<file path="config.mk">
export PLATFORM = sky130hd
export DESIGN_NAME = load_store_unit
export DESIGN_NICKNAME = d
export VERILOG_FILES = /design/src/rtl/load_store_unit.sv
export SDC_FILE = /design/constraint.sdc
export NUM_CORES = 1
export LEC_CHECK = 0
export ABC_AREA = 1
export ABC_CLOCK_PERIOD_IN_PS = 7920
export CORE_ASPECT_RATIO = 0.9
export CORE_MARGIN = 1.5
export CORE_UTILIZATION = 35
export DETAILED_ROUTE_END_ITERATION = 12
export MAX_ROUTING_LAYER = met4
export PLACE_DENSITY = 0.72
export SYNTH_ARGS = -nofsm -noshare
export SYNTH_HDL_FRONTEND = slang
export SYNTH_SLANG_ARGS = --single-unit
</file>
<file path="constraint.sdc">
create_clock -name clk -period 7.92 [get_ports clk]
set_clock_uncertainty 0.1 [all_clocks]
set_input_delay 1.188 -clock clk [delete_from_list [all_inputs] [get_ports clk]]
set_output_delay 1.188 -clock clk [all_outputs]
set_load 0.01 [all_outputs]
</file>
<file path="src/rtl/load_store_unit.sv">
// load_store_unit: formats loads/stores for a single-outstanding word bus.
// Ports: clk, rst (async active-low), Load/Store one-hot commands, Addr,
//   WriteData; bus side mem_req/we/addr/wdata/wstrb, mem_rdata, mem_ack;
//   core side ReadData, Stall, Done, Misaligned.
// Option: define LSU_MISALIGN_TRAP_EN to trap misaligned half/word accesses.
module load_store_unit (
  input  logic        clk,
  input  logic        rst,
  input  logic [4:0]  Load,
  input  logic [2:0]  Store,
  input  logic [31:0] Addr,
  input  logic [31:0] WriteData,
  output logic        mem_req,
  output logic        mem_we,
  output logic [31:0] mem_addr,
  output logic [31:0] mem_wdata,
  output logic [3:0]  mem_wstrb,
  input  logic [31:0] mem_rdata,
  input  logic        mem_ack,
  output logic [31:0] ReadData,
  output logic        Stall,
  output logic        Done,
  output logic        Misaligned
);

  typedef enum logic [1:0] {
    IDLE,
    ACCESS,
    RESP
  } state_t;

  state_t      state_q, state_d;
  logic [4:0]  ld_q, ld_d;
  logic [1:0]  lane_q, lane_d;
  logic        mem_req_q, mem_req_d;
  logic        mem_we_q, mem_we_d;
  logic [31:0] mem_addr_q, mem_addr_d;
  logic [31:0] mem_wdata_q, mem_wdata_d;
  logic [3:0]  mem_wstrb_q, mem_wstrb_d;
  logic [31:0] read_data_q, read_data_d;
  logic        done_q, done_d;
  logic        cmd_valid;
  logic        mis;

  assign cmd_valid = $onehot({Load, Store});

`ifdef LSU_MISALIGN_TRAP_EN
  logic mis_q, mis_d;

  assign mis = ((Load[1] | Load[4] | Store[1]) & Addr[0])
             | ((Load[2] | Store[2]) & (|Addr[1:0]));
  assign Misaligned = mis_q;
`else
  assign mis = 1'b0;
  assign Misaligned = 1'b0;
`endif

  function automatic logic [31:0] fmt_load(
    input logic [4:0]  ld,
    input logic [1:0]  lane,
    input logic [31:0] rdata
  );
    logic [7:0]  b;
    logic [15:0] h;
    logic [31:0] r;
    b = 8'(rdata >> {lane, 3'b000});
    h = lane[1] ? rdata[31:16] : rdata[15:0];
    r = rdata;
    unique case (1'b1)
      ld[0]:   r = {{24{b[7]}}, b};
      ld[1]:   r = {{16{h[15]}}, h};
      ld[2]:   r = rdata;
      ld[3]:   r = {24'h0, b};
      ld[4]:   r = {16'h0, h};
      default: r = rdata;
    endcase
    return r;
  endfunction

  always_comb begin
    state_d     = state_q;
    ld_d        = ld_q;
    lane_d      = lane_q;
    mem_req_d   = mem_req_q;
    mem_we_d    = mem_we_q;
    mem_addr_d  = mem_addr_q;
    mem_wdata_d = mem_wdata_q;
    mem_wstrb_d = mem_wstrb_q;
    read_data_d = read_data_q;
    done_d      = done_q;
`ifdef LSU_MISALIGN_TRAP_EN
    mis_d       = mis_q;
`endif
    unique case (state_q)
      IDLE: begin
        if (cmd_valid) begin
          ld_d   = Load;
          lane_d = Addr[1:0];
          if (mis) begin
            // Trap: skip the bus and report straight away.
            state_d = RESP;
            done_d  = 1'b1;
`ifdef LSU_MISALIGN_TRAP_EN
            mis_d   = 1'b1;
`endif
          end else begin
            state_d     = ACCESS;
            mem_req_d   = 1'b1;
            mem_we_d    = |Store;
            mem_addr_d  = {Addr[31:2], 2'b00};
            mem_wdata_d = 32'h0;
            mem_wstrb_d = 4'h0;
            unique case (1'b1)
              Store[0]: begin
                mem_wdata_d = {4{WriteData[7:0]}};
                mem_wstrb_d = 4'b0001 << Addr[1:0];
              end
              Store[1]: begin
                mem_wdata_d = {2{WriteData[15:0]}};
                mem_wstrb_d = 4'b0011 << {Addr[1], 1'b0};
              end
              Store[2]: begin
                mem_wdata_d = WriteData;
                mem_wstrb_d = 4'b1111;
              end
              default: begin
                mem_wdata_d = 32'h0;
                mem_wstrb_d = 4'h0;
              end
            endcase
          end
        end
      end
      ACCESS: begin
        if (mem_ack) begin
          state_d     = RESP;
          mem_req_d   = 1'b0;
          mem_we_d    = 1'b0;
          mem_wstrb_d = 4'h0;
          done_d      = 1'b1;
          if (|ld_q) begin
            read_data_d = fmt_load(ld_q, lane_q, mem_rdata);
          end
        end
      end
      RESP: begin
        state_d = IDLE;
        done_d  = 1'b0;
`ifdef LSU_MISALIGN_TRAP_EN
        mis_d   = 1'b0;
`endif
      end
      default: state_d = IDLE;
    endcase
  end

  always_ff @(posedge clk or negedge rst) begin
    if (!rst) begin
      state_q     <= IDLE;
      ld_q        <= 5'h0;
      lane_q      <= 2'h0;
      mem_req_q   <= 1'b0;
      mem_we_q    <= 1'b0;
      mem_addr_q  <= 32'h0;
      mem_wdata_q <= 32'h0;
      mem_wstrb_q <= 4'h0;
      read_data_q <= 32'h0;
      done_q      <= 1'b0;
`ifdef LSU_MISALIGN_TRAP_EN
      mis_q       <= 1'b0;
`endif
    end else begin
      state_q     <= state_d;
      ld_q        <= ld_d;
      lane_q      <= lane_d;
      mem_req_q   <= mem_req_d;
      mem_we_q    <= mem_we_d;
      mem_addr_q  <= mem_addr_d;
      mem_wdata_q <= mem_wdata_d;
      mem_wstrb_q <= mem_wstrb_d;
      read_data_q <= read_data_d;
      done_q      <= done_d;
`ifdef LSU_MISALIGN_TRAP_EN
      mis_q       <= mis_d;
`endif
    end
  end

  assign mem_req   = mem_req_q;
  assign mem_we    = mem_we_q;
  assign mem_addr  = mem_addr_q;
  assign mem_wdata = mem_wdata_q;
  assign mem_wstrb = mem_wstrb_q;
  assign ReadData  = read_data_q;
  assign Done      = done_q;

  // Gated by rst so a command present during reset never stalls the core.
  assign Stall = rst & (((state_q == IDLE) & cmd_valid)
                        | (state_q == ACCESS));

endmodule

</file>
**Word level (Yosys, flattened, before mapping)**

Index checks and enable logic that the tools add are counted.

- Reduce and logical (&&, ||, !) cells: 10
- Shift-type cells: 3
- Mux-type cells: 17
- Equal/unequal tests: 5
- Bitwise operators: 3
- Add/sub/neg operators: 7

Operators with widths:

| kind | number |
|---|---|
| case mux 32 bit (4 select lines) | 1 |
| case mux 32 bit (3 select lines) | 1 |
| right shift 32 x 5 -> 8 bit | 1 |
| two-way mux 16 bit | 1 |
| case mux 4 bit (3 select lines) | 1 |
| adder 1 x 1 -> 2 bit | 4 |
| two-way mux 4 bit | 2 |
| case mux 4 bit (2 select lines) | 1 |
| adder 2 x 2 -> 3 bit | 2 |
| case mux 1 bit (2 select lines) | 3 |
| AND reduction 2 bit | 3 |
| AND reduction 3 bit | 2 |
| OR reduction 5 bit | 1 |
| adder 3 x 3 -> 4 bit | 1 |
| equality test 4 x 1 -> 1 bit (second input constant) | 1 |
| two-way mux 1 bit | 4 |
| two-way mux 2 bit | 2 |
| inequality test 2 bit (second input constant) | 2 |
| case mux 2 bit (2 select lines) | 1 |
| nonzero test 2 bit | 2 |
| << shifter 1 x 2 -> 4 bit (first input constant) | 1 |
| << shifter 2 x 2 -> 4 bit (first input constant) | 1 |
| OR reduction 3 bit | 1 |
| AND 1 bit | 2 |
| other kinds (4) | 4 |

- Register bits: 110
- Input bits: 107
- Output and inout port bits: 105

**Logic depth before layout (Yosys ltp)**

- Depth after elaboration: 7
- Mapped depth: 17
- Mapped depth without buffers: 15

**Worst setup path after synthesis**

OpenSTA, ideal clock, no wires.

- Path kind: input to output
- Start: input Load[0]
- End: output Stall
- Stages: 12
- Arrival: 4065 ps
- Slack: 2567 ps
- Cell sequence: inv_1 -> fa_1 -> fa_1 -> fa_1 -> inv_1 -> ha_1 -> inv_1 -> fa_1 -> nand3_1 -> nand3b_4 -> buf_2 -> a21boi_0

- Longest elaborated chain between the ends: 7

Ends and longest elaborated chain:

| item | RTL line | RTL |
|---|---|---|
| start, declared | 9 | `input logic [4:0] Load,` |
| adder 1 x 1 -> 2 bit (not written as such) | 45 | `assign cmd_valid = $onehot({Load, Store});` |
| adder 2 x 2 -> 3 bit (not written as such) | 45 |  |
| adder 3 x 3 -> 4 bit (not written as such) | 45 |  |
| equality test 4 x 1 -> 1 bit | 45 |  |
| AND 1 bit | 198 | `assign Stall = rst & (((state_q == IDLE) & cmd_valid)` |
| bitwise OR 1 bit | 199 | `\| (state_q == ACCESS));` |
| AND 1 bit | 198 |  |
| end, declared | 21 | `output logic Stall,` |

No other way between the ends.

**Worst setup path in the final report**

- Start: input Store[1]
- End: output Stall

- Longest elaborated chain between the ends: 7

Ends and longest elaborated chain:

| item | RTL line | RTL |
|---|---|---|
| start, declared | 10 | `input logic [2:0] Store,` |
| adder 1 x 1 -> 2 bit (not written as such) | 45 |  |
| adder 2 x 2 -> 3 bit (not written as such) | 45 |  |
| adder 3 x 3 -> 4 bit (not written as such) | 45 |  |
| equality test 4 x 1 -> 1 bit | 45 |  |
| AND 1 bit | 198 |  |
| bitwise OR 1 bit | 199 |  |
| AND 1 bit | 198 |  |

No other way between the ends.

==> results by group <==
Synthesis
  • Commonest cells post-synth: nand2_1, dfrtp_1, nor2_1, inv_1, o21ai_0
  • Sequential-to-total area share from yosys stat: 0.4836
  • Post-synthesis cell count: just under 800
  • Synth top area cells: dfrtp_1, nand2_1, nor2_1, inv_1, o21ai_0
  • Post-synth EDFFs: 0
  • Synth area leader: dfrtp_1
  • Synthesized area: roughly 0.0057 sq mm
  • Area fraction of the dominant cell type after synthesis: 0.4836
  • Ys async rst share: 1.000
  • Most frequent cell after synthesis: nand2_1
  • Count of different cell masters after synthesis: 25
  • Flop and latch count out of synthesis: 110
  • Syn avg cell area: 7.363 sq um
  • Top FF cell, synth: dfrtp_1
  • Ys Warns: 0

Clock tree
  • Clock transition at the registers of the reported paths: 0.07 ns
  • Skew-Pair Late Insertion Delay: about 0.35 ns
  • CTS Sinks: 110
  • CTS tree: yes
  • H-tree levels: 3
  • Cts bufs inserted: 9
  • Post-CTS Setup Bufs: 0
  • Max clock buf depth: 2
  • # hold bufs at CTS: 0
  • CTS Root Cell: clkbuf_16
  • Post-cts sizing count: 0

Cells and area
  • Area growth syn-to-layout: 42.93%
  • Antenna cells: 0
  • Final Net Count: ~1.1k
  • Share of cells above drive strength 1: 0.02926

Route
  • Vias per inst: 4.793
  • Routed WL: approximately 17000 um
  • Average wire per standard cell: around 15 um
  • Final ANT Viol Nets: 0
  • DRC viols: 0
  • Routed via count: approximately 5.6k
  • Starting DRT DRC Count: between 300 and 400
  • DRT Pass-1 Iters: 7

STA
  • Max Freq: about 160 MHz
  • Minimum clock period: approximately 6.4 ns
  • Final worst setup slack: between 1.5 and 2 ns
  • Max-slew headroom: 0.3079
  • RSZ-0062 raised after global routing: false
  • Finish-stage setup viols: 0
  • Worst-Margin Slew: about 1.0 ns
  • Final period util: 0.8036
  • Hold Violations, Final: 0
  • Max Slew Vio Count: 0
  • Setup_tns: 0 ns

Critical path
  • Crit. End Element: primary output
  • CP max FO: 20
  • Crit start category: primary input
  • Critical path class: in2out
  • Worst EP required: between 6 and 7 ns
  • Worst Path Arrival: about 5.1 ns

Place
  • GPL Wtd Cong: approximately 0.9
  • Detailed placement HPWL: roughly 12000 um
  • DP Worst Slack: approximately 1.6 ns
  • Port buffer count: about 210

Global routing
  • Vias in the first global route: between 5k and 6k
  • Largest net degree at the start of global routing: 107
  • Gr usage total: 0.2111
  • Total gr overflow: 0
  • First-pass GRT wire length: 26790 um
  • Initial antenna violation count: 0

Floorplanning
  • I/O pin cnt: between 200 and 250
  • Die X: 137.4 um
  • Initial Util: 0.3553
  • Core Box Area: roughly 0.016 sq mm
  • Row count: 44
  • Die area: 0.01704 sq mm
  • Chip Height: ~120 um

Hold path
  • Worst hold-check path type: reg2reg

Flow run
  • Max-cap violations: 0

Power
  • PwrDens: around 360 mW/mm^2
  • Worst VDD drop: approximately 0.16 mV
  • Leakage: between 3 and 4 nW

Outcome
  • Status: complete, no violations
[where the power goes]
group	switching [mW]	internal [mW]
Clock	0.216	0.244
Combinational	0.744	0.717
Sequential	0.193	0.828
Total	1.15	1.79
[final cells by class]
| cell class | count | area (sq um) |
|---|---|---|
| Fill cell | 1552 | 7885 |
| Sequential cell | 110 | 2753 |
| Multi-Input combinational cell | 551 | 2466 |
| Timing Repair Buffer | 210 | 2095 |
| Clock buffer | 12 | 266.5 |
| Inverter | 70 | 262.8 |
| Tap cell | 207 | 259.0 |
| Clock inverter | 4 | 33.78 |
[critical path, stage by stage]
cell and delay, ns:
clkdlybuf4s50_1 0.97, inv_1 0.15, fa_1 0.57, fa_1 0.41
inv_1 0.06, ha_1 0.17, inv_1 0.06, fa_1 0.48
nand3_1 0.08, nand3b_4 0.17, a21boi_0 0.17, clkdlybuf4s50_1 0.59
[registers in the layout, summed over array words and instances, names as in the netlist]
register	cells
mem_wdata	32
state_q	2
ld_q	5
mem_req	1
lane_q	2
ReadData	32
mem_wstrb	4
Done	1
mem_we	1
mem_addr	30
[cell families after synthesis]
kind of cell,share of synthesized area
DFF,0.4836
AOI/OAI and AO/OA,0.09848
buffers and inverters,0.08441
and+or+nand+nor,0.3122
adders and majority gates,0.02067
other,0.0006589
[stage by stage]
stage	util	std cells	hold slack, ns	area (sq um)	total power [mW]
floorplan	-	775	0.3401	5699	1.775
global placement	0.4891	1148	0.3578	7835	2.473
detailed placement	0.4891	1148	0.3603	7835	2.497
CTS	0.5078	1164	0.3799	8135	2.974
global route	0.5078	1164	0.3994	8135	3.190
finish	0.5078	1164	0.3747	8135	2.942
[routing by layer]
layer / wire (um) / vias up / track usage / part of all wire
met5: 0 / - / - / 0
li1: - / 2750 / - / -
met1: 7724 / 2557 / 0.2799 / 0.45
met3: 1728 / 16 / 0.07163 / 0.10
met2: 7459 / 256 / 0.3097 / 0.44
met4: 153 / 0 / 0.05395 / 0.0090
[placed cells by master, fill, tap and decap left out, types with 11 or more instances in the layout]
cell / synthesis / layout
or2_1: 11 / 11
o211ai_1: 21 / 21
nand3_1: 44 / 44
o21ai_0: 45 / 45
clkdlybuf4s50_1: 0 / 207
inv_1: 67 / 67
a21oi_1: 34 / 34
nor2_1: 69 / 69
nand2_1: 305 / 305
dfrtp_1: 110 / 110
[final timing paths]
kind / start / depth (start not counted) / slack (ns) / endpoint
max reg2reg: lane_q[1]$_DFFE_PN0P_ / 8 / 5.45 / ReadData[19]$_DFFE_PN0P_
min: ld_q[2]$_DFFE_PN0P_ / 2 / 0.37 / ld_q[2]$_DFFE_PN0P_
min in group asynchronous: rst / 1 / 0.75 / ReadData[13]$_DFFE_PN0P_
min reg2reg: ld_q[2]$_DFFE_PN0P_ / 2 / 0.37 / ld_q[2]$_DFFE_PN0P_
max in group asynchronous: rst / 2 / 5.69 / ReadData[12]$_DFFE_PN0P_
max: Store[1] / 12 / 1.56 / Stall
Power figures use the tool's default switching activity.
